--- config.mk ---
export PLATFORM = sky130hd
export DESIGN_NAME = serial_bcd_alu_p
export DESIGN_NICKNAME = d
export VERILOG_FILES = /design/src/rtl/serial_bcd_alu_p.sv
export SDC_FILE = /design/constraint.sdc
export NUM_CORES = 1
export LEC_CHECK = 0
export CAP_MARGIN = 20
export CORE_ASPECT_RATIO = 0.7
export CORE_UTILIZATION = 35
export DETAILED_ROUTE_END_ITERATION = 8
export PLACE_DENSITY = 0.6
export SYNTH_ARGS = -nofsm -noshare
export SYNTH_HDL_FRONTEND = slang
export SYNTH_SLANG_ARGS = --single-unit
--- constraint.sdc ---
create_clock -name clk -period 12.4 [get_ports clk]
set_input_delay 2.48 -clock clk [delete_from_list [all_inputs] [get_ports clk]]
set_output_delay 2.48 -clock clk [all_outputs]
set_load 0.05 [all_outputs]
--- src/rtl/serial_bcd_alu_p.sv ---
// Bit-serial BCD ALU: loads an opcode plus two DIGITS-digit operands LSB-first,
// then computes add / |sub| / max / min one digit per cycle and streams the result out.
//
// state  | meaning
// -------+------------------------------------------------------------
// IDLE   | waiting for en; the first en edge captures frame bit 0
// LOAD   | shifting in the remaining frame bits; en low aborts
// CMP    | MSD-first magnitude compare and invalid-nibble scan
// CALC   | LSD-first digit arithmetic with carry/borrow flop
// OUT    | result shifted out LSB-first with result_valid high
module serial_bcd_alu_p #(
  parameter int DIGITS = 4
) (
  input  logic clk,
  input  logic rst_n,
  input  logic en,
  input  logic in,
  output logic result,
  output logic result_valid,
  output logic busy,
  output logic err
);

  localparam int FRAME_BITS = 2 + 8 * DIGITS;
  localparam int OUT_BITS   = 4 * (DIGITS + 1);
  localparam int CW         = $clog2(FRAME_BITS);

  typedef enum logic [2:0] {S_IDLE, S_LOAD, S_CMP, S_CALC, S_OUT} state_t;

  state_t                  state, state_d;
  logic [CW-1:0]           cnt;
  logic [FRAME_BITS-1:0]   frame_sr;
  logic [4*DIGITS-1:0]     res;
  logic [OUT_BITS-1:0]     out_sr;
  logic                    gt, lt, bad, cy;

  logic                    last;
  int                      idx;
  logic [3:0]              a_dig, b_dig, x, y, dig, top;
  logic [4:0]              sum, diff;
  logic                    cy_d;
  logic [4*DIGITS-1:0]     res_next;
  logic [1:0]              op;

  assign last   = (cnt == '0);
  assign op     = frame_sr[1:0];
  assign busy   = (state != S_IDLE);
  assign result = result_valid & out_sr[0];

  always_ff @(posedge clk) begin
    if (!rst_n) state <= S_IDLE;
    else        state <= state_d;
  end

  always_comb begin
    state_d = state;
    case (state)
      S_IDLE: if (en) state_d = S_LOAD;
      S_LOAD: begin
        if (!en)       state_d = S_IDLE;
        else if (last) state_d = S_CMP;
      end
      S_CMP:  if (last) state_d = S_CALC;
      S_CALC: if (last) state_d = S_OUT;
      S_OUT:  if (last) state_d = S_IDLE;
      default: state_d = S_IDLE;
    endcase
  end

  // CMP walks digits MSD-first (cnt counts down), CALC walks them LSD-first.
  always_comb begin
    idx = (state == S_CALC) ? (DIGITS - 1 - int'(cnt)) : int'(cnt);
    if (idx < 0 || idx >= DIGITS) idx = 0;
    a_dig = frame_sr[2 + 4*idx +: 4];
    b_dig = frame_sr[2 + 4*DIGITS + 4*idx +: 4];
    x     = a_dig;
    y     = b_dig;
    case (op)
      2'b01: if (lt) begin x = b_dig; y = a_dig; end
      2'b10: if (lt) x = b_dig;
      2'b11: if (!lt) x = b_dig;
      default: ;
    endcase
    sum  = {1'b0, x} + {1'b0, y} + {4'b0, cy};
    diff = {1'b0, x} - {1'b0, y} - {4'b0, cy};
    dig  = x;
    cy_d = 1'b0;
    top  = 4'h0;
    case (op)
      2'b00: begin
        if (sum > 5'd9) begin
          dig  = sum[3:0] + 4'd6;
          cy_d = 1'b1;
        end else begin
          dig  = sum[3:0];
        end
        top = {3'b0, cy_d};
      end
      2'b01: begin
        if (diff[4]) begin
          dig  = diff[3:0] + 4'd10;
          cy_d = 1'b1;
        end else begin
          dig  = diff[3:0];
        end
        top = lt ? 4'hD : 4'h0;
      end
      default: ;
    endcase
    res_next = res >> 4;
    res_next[4*DIGITS-4 +: 4] = dig;
  end

  always_ff @(posedge clk) begin
    if (!rst_n) begin
      cnt          <= '0;
      frame_sr     <= '0;
      res          <= '0;
      out_sr       <= '0;
      gt           <= 1'b0;
      lt           <= 1'b0;
      bad          <= 1'b0;
      cy           <= 1'b0;
      result_valid <= 1'b0;
      err          <= 1'b0;
    end else begin
      case (state)
        S_IDLE: begin
          if (en) begin
            frame_sr <= {in, frame_sr[FRAME_BITS-1:1]};
            cnt      <= CW'(FRAME_BITS - 2);
            err      <= 1'b0;
          end
        end
        S_LOAD: begin
          if (en) begin
            frame_sr <= {in, frame_sr[FRAME_BITS-1:1]};
            if (last) begin
              cnt <= CW'(DIGITS - 1);
              gt  <= 1'b0;
              lt  <= 1'b0;
              bad <= 1'b0;
            end else begin
              cnt <= cnt - 1'b1;
            end
          end
        end
        S_CMP: begin
          if (!gt && !lt) begin
            if (a_dig > b_dig)      gt <= 1'b1;
            else if (a_dig < b_dig) lt <= 1'b1;
          end
          if (a_dig > 4'd9 || b_dig > 4'd9) bad <= 1'b1;
          if (last) begin
            cnt <= CW'(DIGITS - 1);
            cy  <= 1'b0;
          end else begin
            cnt <= cnt - 1'b1;
          end
        end
        S_CALC: begin
          res <= res_next;
          cy  <= cy_d;
          if (last) begin
            out_sr       <= bad ? '0 : {top, res_next};
            result_valid <= 1'b1;
            err          <= bad;
            cnt          <= CW'(OUT_BITS - 1);
          end else begin
            cnt <= cnt - 1'b1;
          end
        end
        S_OUT: begin
          out_sr <= out_sr >> 1;
          if (last) result_valid <= 1'b0;
          else      cnt <= cnt - 1'b1;
        end
        default: ;
      endcase
    end
  end

endmodule

==> results of run 1 <==
placed cells by master, fill, tap and decap left out, types with 5 or more instances in the layout:
master,count
clkbuf_16,9
nand2b_1,14
mux2_2,6
dfxtp_1,81
buf_4,7
nor3b_1,13
and3_1,7
a311oi_1,5
a21oi_1,59
mux2i_1,6
a211oi_1,23
nor2b_1,7
ha_1,20
a22oi_1,5
inv_1,24
nor3_1,11
o21ai_0,38
clkdlybuf4s50_1,7
and2_1,5
nor2_1,52
nand3_1,20
nand2_1,131
a21boi_0,40
layout make-up:
type | count | area [um^2]
Timing Repair Buffer | 14 | 123
Clock buffer | 9 | 225
Tap cell | 195 | 244
Multi-Input combinational cell | 549 | 3380
Sequential cell | 81 | 1620
Fill cell | 1513 | 8950
Clock inverter | 7 | 108
Inverter | 26 | 110
flip-flops by register name (all words and copies together) (netlist names):
| name | flops |
|---|---|
| res | 12 |
| frame_sr | 34 |
| bad | 1 |
| cy | 1 |
| state | 3 |
| cnt | 6 |
| err | 1 |
| gt | 1 |
| result_valid | 1 |
| lt | 1 |
| out_sr | 20 |
worst max-delay path, cell delays in order, from the launching register on:
cell,delay [ns]
dfxtp_1,0.67
and3b_1,0.24
buf_4,0.32
mux2i_1,0.64
o21ai_0,0.19
a311oi_1,0.43
nand2_1,0.13
a21oi_2,0.21
o21a_1,0.14
nor2_1,0.06
mux2_2,0.31
fa_1,0.45
fa_1,0.44
nand2b_1,0.20
nand2_1,0.10
ha_1,0.18
nor3_1,0.06
a311oi_1,0.27
a21oi_1,0.06
a21oi_1,0.25
mux2i_1,0.12
a22oi_1,0.16
o21ai_0,0.14
nor3_1,0.16
a21oi_1,0.09
metal layers:
| layer | global-route usage [%] | wire length (um) | vias up |
|---|---|---|---|
| met4 | 3.35 | 97 | 0 |
| met5 | 0 | 0 | - |
| met2 | 24.7 | 5560 | 124 |
| li1 | - | - | 2456 |
| met1 | 28.3 | 7340 | 2338 |
| met3 | 3.81 | 778 | 12 |
cells by family (layout without fill, tap and decap cells):
| family | after synthesis | count (layout) | share of synthesized area, % |
|---|---|---|---|
| adder cells (fa/ha/maj) | 24 | 24 | 6.19 |
| multiplexers | 12 | 12 | 2.39 |
| XOR/XNOR | 5 | 5 | 0.821 |
| buffers and inverters | 78 | 56 | 6.22 |
| AO/OA/AOI/OAI | 224 | 224 | 28.2 |
| AND/OR/NAND/NOR | 284 | 284 | 25.8 |
| flip-flops | 81 | 81 | 30.4 |
how the worst min path moves through the flow:
stage | start | endpoint | slack [ns] | cells after the start
finish | res[6] | res[6] | 0.45 | 2
global route | out_sr[18] | out_sr[17] | 0.47 | 2
CTS | res[6] | res[6] | 0.45 | 2
detailed placement | res[6] | res[6] | 0.44 | 2
global placement | res[5] | res[5] | 0.44 | 2
floorplan | res[4] | res[4] | 0.43 | 2
metrics by stage:
step	power [uW]	setup slack, ns	utilization (%)	hold slack, ns
6_report	759	6.24	39.4	0.449
5_1_grt	799	5.66	39.4	0.470
4_1_cts	762	6.30	39.4	0.453
3_5_place_dp	462	6.33	37.1	0.443
3_3_place_gp	455	6.50	37.1	0.440
2_1_floorplan	422	7.05	-	0.432
power by group through the flow:
stage / combinational (uW) / clock, uW / sequential, uW
final: 183 / 300 / 277
after global routing: 205 / 317 / 278
after CTS: 180 / 306 / 277
after detailed placement: 179 / 0 / 282
after global placement: 173 / 0 / 282
after floorplan: 149 / 0 / 273
==> impl_metrics.json, run 1 <==
{
  "grt_usage_pct": 18.0,
  "r2r_end": "res[15]",
  "leakagePower_uw": 0.00204,
  "final.setup_skew_ns": 0.00819,
  "cap_violations": 0,
  "cts_htree_levels": 3,
  "vias": 4930,
  "p_sw_share_pct": 32.5,
  "clock_latency_ns": 0.34,
  "globalplace.congestion": 0.877,
  "fmaxAchievable_mhz": 162,
  "wl_per_cell_um": 15.6,
  "crit_path_end_kind": "register",
  "grt_pass1_vias": 4456,
  "ys_seq_area_share_pct": 30.4,
  "core_area_um2": 14800,
  "yosysMostFrequentCell": "nand2_1",
  "worstSetupEndpoint": "res[15]",
  "clock-sinks": 81,
  "synth_edf_count": 0,
  "timing.critical_path.required_ns": 12.62,
  "start_kind": "register",
  "syn_inst": 708,
  "async_flop_share_pct": 0,
  "synth_common_cells": "nand2_1, dfxtp_1, a21oi_1, nor2_1, clkbuf_1",
  "yosysTopAreaCell": "dfxtp_1",
  "synthFlopType": "dfxtp_1",
  "rsz0062_at_grt": "false",
  "ys_types": 70,
  "syn_to_final_growth_pct": 9.01,
  "fin_crit_ns": 6.16,
  "drtAntennaViolNets": 0,
  "die_x_um": 150,
  "totalNegativeSetupSlack_ns": 0,
  "drtPass1Iterations": 5,
  "port_buffers": 7,
  "hold_buffers": 0,
  "power.density_nw_per_um2": 131,
  "die_y_um": 105,
  "power_frac_clock_pct": 39.5,
  "cp_max_fo": 31,
  "synth_fp_nets": 736,
  "p_int_uw": 513,
  "start_util_pct": 36.1,
  "cts_resized": 0,
  "pwr-share-seq_pct": 36.5,
  "synth_area_per_cell_um2": 7.53,
  "slew_headroom_pct": 33.1,
  "finalHoldViolCount": 0,
  "yosysWarnings": 0,
  "outcome": "complete, no violations",
  "placed_area_um2": 5480,
  "worst_pin_slew_ns": 1.00,
  "rows": 37,
  "grt-ovfl-total": 0,
  "drt_wl_total_um": 13800,
  "stdcell_area_um2": 5810,
  "dieArea_um2": 15700,
  "drive_above_1_share_pct": 7.73,
  "layout.nets": 709,
  "ys_top_cells_by_area": "dfxtp_1, nand2_1, a21boi_0, a21oi_1, ha_1",
  "ir_drop_v": 0.0000624,
  "drt-initial-drc-count": 404,
  "power_frac_comb_pct": 24.0,
  "cts_buffer_depth": 2,
  "yosysTopAreaCellShare_pct": 30.4,
  "switchingPower_uw": 247,
  "dp_hpwl_um": 9860,
  "drc": 0,
  "io_pins": 8,
  "place_inst": 865,
  "grt_max_degree": 55,
  "drv_slew": 0,
  "grt_pass1_wl_um": 22800,
  "final_cells": 881,
  "rr_startpoint": "state[1]",
  "synthesis.area_um2": 5330,
  "numCtsBuffers": 9,
  "diodes": 0,
  "antenna_found_initial": 0,
  "hold_class": "register to register",
  "post_cts_buffers": 0,
  "arrival_ns": 6.38,
  "viasPerCell": 5.60,
  "clk_pin_slew_ns": 0.07,
  "clockRootBuffer": "clkbuf_16",
  "crit_type": "register to register",
  "tritoncts": "built",
  "ys_ff_latch": 81,
  "reg2regPathDepth": 24,
  "cp-startpoint": "state[1]",
  "setup_viol": 0,
  "period_share_pct": 49.7,
  "r2r_slack_ns": 6.24
}
(Power assumes the default switching activity.)
==> run 2, diff against run 1 <==
- clock period: 12.4 -> 5.7 ns (I/O delays scaled with it)
==> run 2 against run 1 <==
Net effect: via count up 1.2%; critical path type unchanged; design area rose by 3.4%; fmax up 15%; largest cell class unchanged; non-clock buffer count grew 13; critical endpoint is now out_sr[13]; setup slack worse by 5.9 ns; core utilization increased by 1.3 points; final cell count is 1.5% higher; sequential share of layout area fell by 0.88 points.
==> impl_metrics.json, run 2 (synthesized netlist as in run 1, its figures left out) <==
{
  "finalHoldViolCount": 0,
  "drv_slew": 0,
  "layout.nets": 722,
  "setup_viol": 0,
  "io_pins": 8,
  "clk_pin_slew_ns": 0.07,
  "fin_crit_ns": 5.35,
  "regMostFlops": "frame_sr",
  "antenna_found_initial": 0,
  "crit_type": "register to register",
  "final_cell_mix": "nand2_1, dfxtp_1, a21oi_1",
  "slew_headroom_pct": 33.7,
  "rsz0062_at_grt": "false",
  "die_x_um": 150,
  "outcome": "complete, no violations",
  "p_total_uw": 1750,
  "cts_buffer_depth": 2,
  "largest_reg_flops": 34,
  "power.density_nw_per_um2": 291,
  "crit_path_end_kind": "register",
  "arrival_ns": 5.54,
  "p_sw_share_pct": 32.1,
  "wl_met1_um": 7170,
  "grt-ovfl-total": 0,
  "fin_ws_ns": 0.346,
  "grt_usage_pct": 18.3,
  "viasPerCell": 5.58,
  "core_area_um2": 14800,
  "met2_length_um": 5790,
  "stdcell_area_um2": 6010,
  "dieArea_um2": 15700,
  "hold_buffers": 0,
  "vias": 4991,
  "final.setup_skew_ns": 0.00873,
  "switchingPower_uw": 562,
  "place_ws_ns": -0.0743,
  "cp_slowest_stage_delay_ns": 0.44,
  "tritoncts": "built",
  "grt_max_degree": 55,
  "timing.critical_path.required_ns": 5.89,
  "diodes": 0,
  "leakagePower_uw": 0.00213,
  "start_util_pct": 36.1,
  "totalNegativeSetupSlack_ns": 0,
  "rows": 37,
  "power_frac_comb_pct": 25.5,
  "wl_per_cell_um": 15.7,
  "grt_pass1_wl_um": 23200,
  "crit_chain": "inv_1 -> ha_2 -> or3b_4 -> or3_4 -> clkinv_8 -> ha_1 -> or2_4 -> a21oi_4 -> o21a_1 -> nor2_1 -> mux2_2 -> fa_1 -> inv_1 -> fa_1 -> inv_1 -> ha_1 -> a21boi_0 -> o41a_1 -> xnor2_1 -> nor2_1 -> a221oi_1 -> o32ai_1",
  "pwr-share-seq_pct": 33.9,
  "reg_top3": "frame_sr (34), out_sr (20), res (12)",
  "top_layer_used": "met4",
  "drt-initial-drc-count": 406,
  "numCtsBuffers": 9,
  "cp_max_fo": 10,
  "globalplace.congestion": 0.949,
  "ir_drop_v": 0.000132,
  "clock_latency_ns": 0.34,
  "start_kind": "register",
  "port_buffers": 7,
  "final_common_cell": "nand2_1",
  "crit_path_frequent_cell": "inv_1",
  "wl_met3_um": 903,
  "clockRootBuffer": "clkbuf_16",
  "p_int_uw": 1190,
  "cap_violations": 0,
  "period_share_pct": 93.9,
  "drc": 0,
  "drt_wl_total_um": 14000,
  "worst_pin_slew_ns": 0.993,
  "fmaxAchievable_mhz": 187,
  "cts_htree_levels": 3,
  "power_frac_clock_pct": 40.6,
  "drive_above_1_share_pct": 11.4,
  "syn_to_final_growth_pct": 12.7,
  "hold_class": "register to register",
  "drtAntennaViolNets": 0,
  "placed_area_um2": 5570,
  "drtPass1Iterations": 5,
  "clock-sinks": 81,
  "die_y_um": 105,
  "dp_hpwl_um": 10000,
  "grt_pass1_vias": 4516,
  "slowest_stage": "or3_4"
}
run 2: changes by cell type in the layout (fill, tap and decap cells not counted), sizes merged:
cell | before | now
buf | 7 | 20
bufinv | 2 | 3
clkinvlp | 1 | 0
run 2: area by class of cell:
class                   count  area (um^2)
fillers                  1503         8760
repair buffers             27          220
clock buffers               9          225
inverters                  26          110
well taps                 195          244
clock inverters             7          130
multi-input cells         549         3460
flip-flops and latches     81         1620
run 2: power by group through the flow:
stage               clock (uW)  sequential (uW)  combinational (uW)
detailed placement           0              605                 408
finish                     710              594                 446
global route               750              596                 494
floorplan                    0              593                 324
global placement             0              605                 394
CTS                        727              592                 414
run 2: final timing paths:
kind,from,to,slack (ns),depth (start not counted)
setup / recovery,cnt[3],out_sr[13],0.35,22
hold / removal,res[4],res[4],0.45,2
setup reg to reg,cnt[3],out_sr[13],0.35,22
hold reg to reg,res[4],res[4],0.45,2
run 2: through the flow:
step / std cells / hold slack [ns] / util, %
after global placement: 877 / 0.442 / 37.7
after detailed placement: 877 / 0.444 / 37.7
after floorplan: 708 / 0.432 / -
after global routing: 894 / 0.482 / 40.7
final: 894 / 0.453 / 40.7
after CTS: 893 / 0.455 / 40.2
run 2: timing repair:
item / 4_1_cts / 5_1_grt
buffers inserted: 0 / 1
setup endpoints to repair: 2 / 6
gates resized for setup: 2 / 16
pin swaps: 0 / 5
run 2: worst max-delay path: cells and delay by family, from the launching register on:
| kind | cells | cell delay [ns] |
|---|---|---|
| flip-flops | 1 | 0.37 |
| multiplexers | 1 | 0.32 |
| adder cells (fa/ha/maj) | 5 | 1.47 |
| buffers and inverters | 4 | 0.39 |
| AO/OA/AOI/OAI | 6 | 1.29 |
| XOR/XNOR | 1 | 0.13 |
| AND/OR/NAND/NOR | 5 | 1.22 |
run 2: routing by layer:
layer,GRT usage (%),vias to the layer above
li1,-,2480
met1,27.4,2349
met2,26.0,149
met3,4.42,13
met4,4.08,0
met5,0,-
==> run 3, diff against run 2 <==
- CORE_ASPECT_RATIO: 0.7 -> 0.75
==> run 3 against run 2 <==
Net effect: wire length about the same; critical path type unchanged; via count is 0.32% higher; sequential share of layout area rose by 0.41 points; die area about the same; fmax down 0.29%; clock-buffer cell count did not move; clock power down 19%; total power decreased by 8.7%.
==> impl_metrics.json, run 3 (synthesized netlist as in run 1, its figures left out) <==
{
  "largest_reg_flops": 34,
  "drtPass1Iterations": 5,
  "crit_buf_inv": 4,
  "final.setup_skew_ns": 0.00758,
  "cp-startpoint": "cnt[2]",
  "post_cts_buffers": 0,
  "slowest_stage": "fa_1",
  "drc": 0,
  "vias": 5007,
  "drt-initial-drc-count": 400,
  "final_common_cell": "nand2_1",
  "dp_hpwl_um": 10000,
  "rr_startpoint": "cnt[2]",
  "arrival_ns": 5.63,
  "diodes": 0,
  "start_kind": "register",
  "cts_htree_levels": 3,
  "outcome": "complete, no violations",
  "gr-usage-met2_pct": 28.8,
  "cp_top_family": "adder cells",
  "hold_buffers": 0,
  "hold_class": "register to register",
  "final_cell_mix": "nand2_1, dfxtp_1, a21oi_1",
  "regMostFlops": "frame_sr",
  "crit_path_frequent_cell": "inv_1",
  "fill_cells": 1469,
  "clk_pin_slew_ns": 0.07,
  "r2r_slack_ns": 0.33,
  "viasPerCell": 5.56,
  "wl_per_cell_um": 15.5,
  "dieArea_um2": 15700,
  "drt_wl_total_um": 14000,
  "placed_area_um2": 5590,
  "cp_max_fo": 10,
  "clockRootBuffer": "clkbuf_16",
  "layout.nets": 723,
  "stdcell_area_um2": 5920,
  "busiest_layer": "met2",
  "power.density_nw_per_um2": 270,
  "globalplace.congestion": 0.972,
  "start_util_pct": 36.3,
  "cp_slowest_stage_delay_ns": 0.46,
  "rows": 38,
  "drv_slew": 0,
  "reg_top3": "frame_sr (34), out_sr (20), res (12)",
  "reg2regPathDepth": 22,
  "clock_latency_ns": 0.35,
  "holdPathStages": 2,
  "syn_to_final_growth_pct": 11.0,
  "place_inst": 884,
  "grt_pass1_vias": 4609,
  "tritoncts": "built",
  "met1_usage_pct": 26.4,
  "ir_drop_v": 0.000136,
  "drtAntennaViolNets": 0,
  "rsz0062_at_grt": "false",
  "fin_ws_ns": 0.331,
  "grt_usage_pct": 18.9,
  "io_pins": 8,
  "met3_usage_pct": 3.95,
  "cp.depth": 22,
  "numCtsBuffers": 9,
  "leakagePower_uw": 0.00209,
  "port_buffers": 7,
  "slew_headroom_pct": 36.2,
  "crit_path_end_kind": "register",
  "hold_ws_ns": 0.455,
  "antenna_found_initial": 0,
  "die_y_um": 109,
  "fin_crit_ns": 5.37,
  "worst_pin_slew_ns": 0.950,
  "period_share_pct": 94.2,
  "final_cells": 900,
  "crit_chain": "inv_1 -> ha_2 -> or3b_4 -> or3_4 -> clkinv_8 -> ha_1 -> or2_2 -> a21oi_4 -> o21a_1 -> nor2_1 -> mux2_2 -> fa_1 -> inv_1 -> fa_1 -> inv_1 -> ha_1 -> a21boi_0 -> o41a_1 -> nand2b_1 -> a211oi_1 -> a21oi_1 -> a211oi_1",
  "timing.critical_path.required_ns": 5.96,
  "setup_viol": 0,
  "finalHoldViolCount": 0,
  "crit_type": "register to register",
  "grt_max_degree": 40,
  "grt_pass1_wl_um": 23200,
  "cap_violations": 0,
  "cts_buffer_depth": 2,
  "worstSetupEndpoint": "out_sr[16]",
  "r2r_end": "out_sr[16]",
  "core_area_um2": 14700,
  "die_x_um": 145,
  "fmaxAchievable_mhz": 186,
  "clock-sinks": 81,
  "place_ws_ns": -0.0474,
  "grt-ovfl-total": 0,
  "drive_above_1_share_pct": 10.7
}
[run 3: cell types whose count changed in the layout (fill, tap and decap cells not counted), moves of 2 or more]
cell       delta
bufinv_16     -3
nor3_2        -2
nor3_1        +2
nand2b_1      +2
nand2b_4      -2
[run 3: timing repair]
action,4_1_cts,5_1_grt
cloned,0,0
setup endpoints to repair,2,7
gates resized for setup,1,10
pin swaps,0,1
[run 3: worst min-delay path by stage]
| stage | start | to | slack [ns] |
|---|---|---|---|
| 2_1_floorplan | res[4] | res[4] | 0.43 |
| 3_3_place_gp | res[4] | res[4] | 0.44 |
| 3_5_place_dp | res[5] | res[5] | 0.45 |
| 4_1_cts | res[5] | res[5] | 0.46 |
| 5_1_grt | res[5] | res[5] | 0.49 |
| 6_report | res[4] | res[4] | 0.45 |
[run 3: report_power, final]
group          total (uW)  internal [uW]  switching (uW)
registers             596            576            20.4
clock network         576            305             271
logic                 427            163             264
[run 3: tightest hold or removal path, stage by stage (launching register included)]
cell and delay (ns):
dfxtp_1 0.31, nand2_1 0.05, a21oi_1 0.05
[run 3: per-layer routing]
layer | up-vias | part of all wire, %
met5 | - | 0
met4 | 0 | 1.4
met3 | 19 | 5.7
met2 | 126 | 44
met1 | 2375 | 49
li1 | 2487 | -
[run 3: cell type report]
type / count / area [um^2] / share of cell area, %
well taps: 200 / 250 / 4.23
clock buffers: 9 / 225 / 3.80
multi-input cells: 549 / 3420 / 57.8
repair buffers: 28 / 228 / 3.85
inverters: 26 / 110 / 1.86
flip-flops and latches: 81 / 1620 / 27.4
clock inverters: 7 / 61.3 / 1.04
[run 3: stage by stage]
| step | power, uW | setup TNS (ns) | utilization, % |
|---|---|---|---|
| after floorplan | 917 | 0 | - |
| after global placement | 998 | 0 | 38.1 |
| after detailed placement | 1010 | -0.0806 | 38.1 |
| after CTS | 1590 | 0 | 40.0 |
| after global routing | 1690 | 0 | 40.3 |
| final | 1600 | 0 | 40.3 |
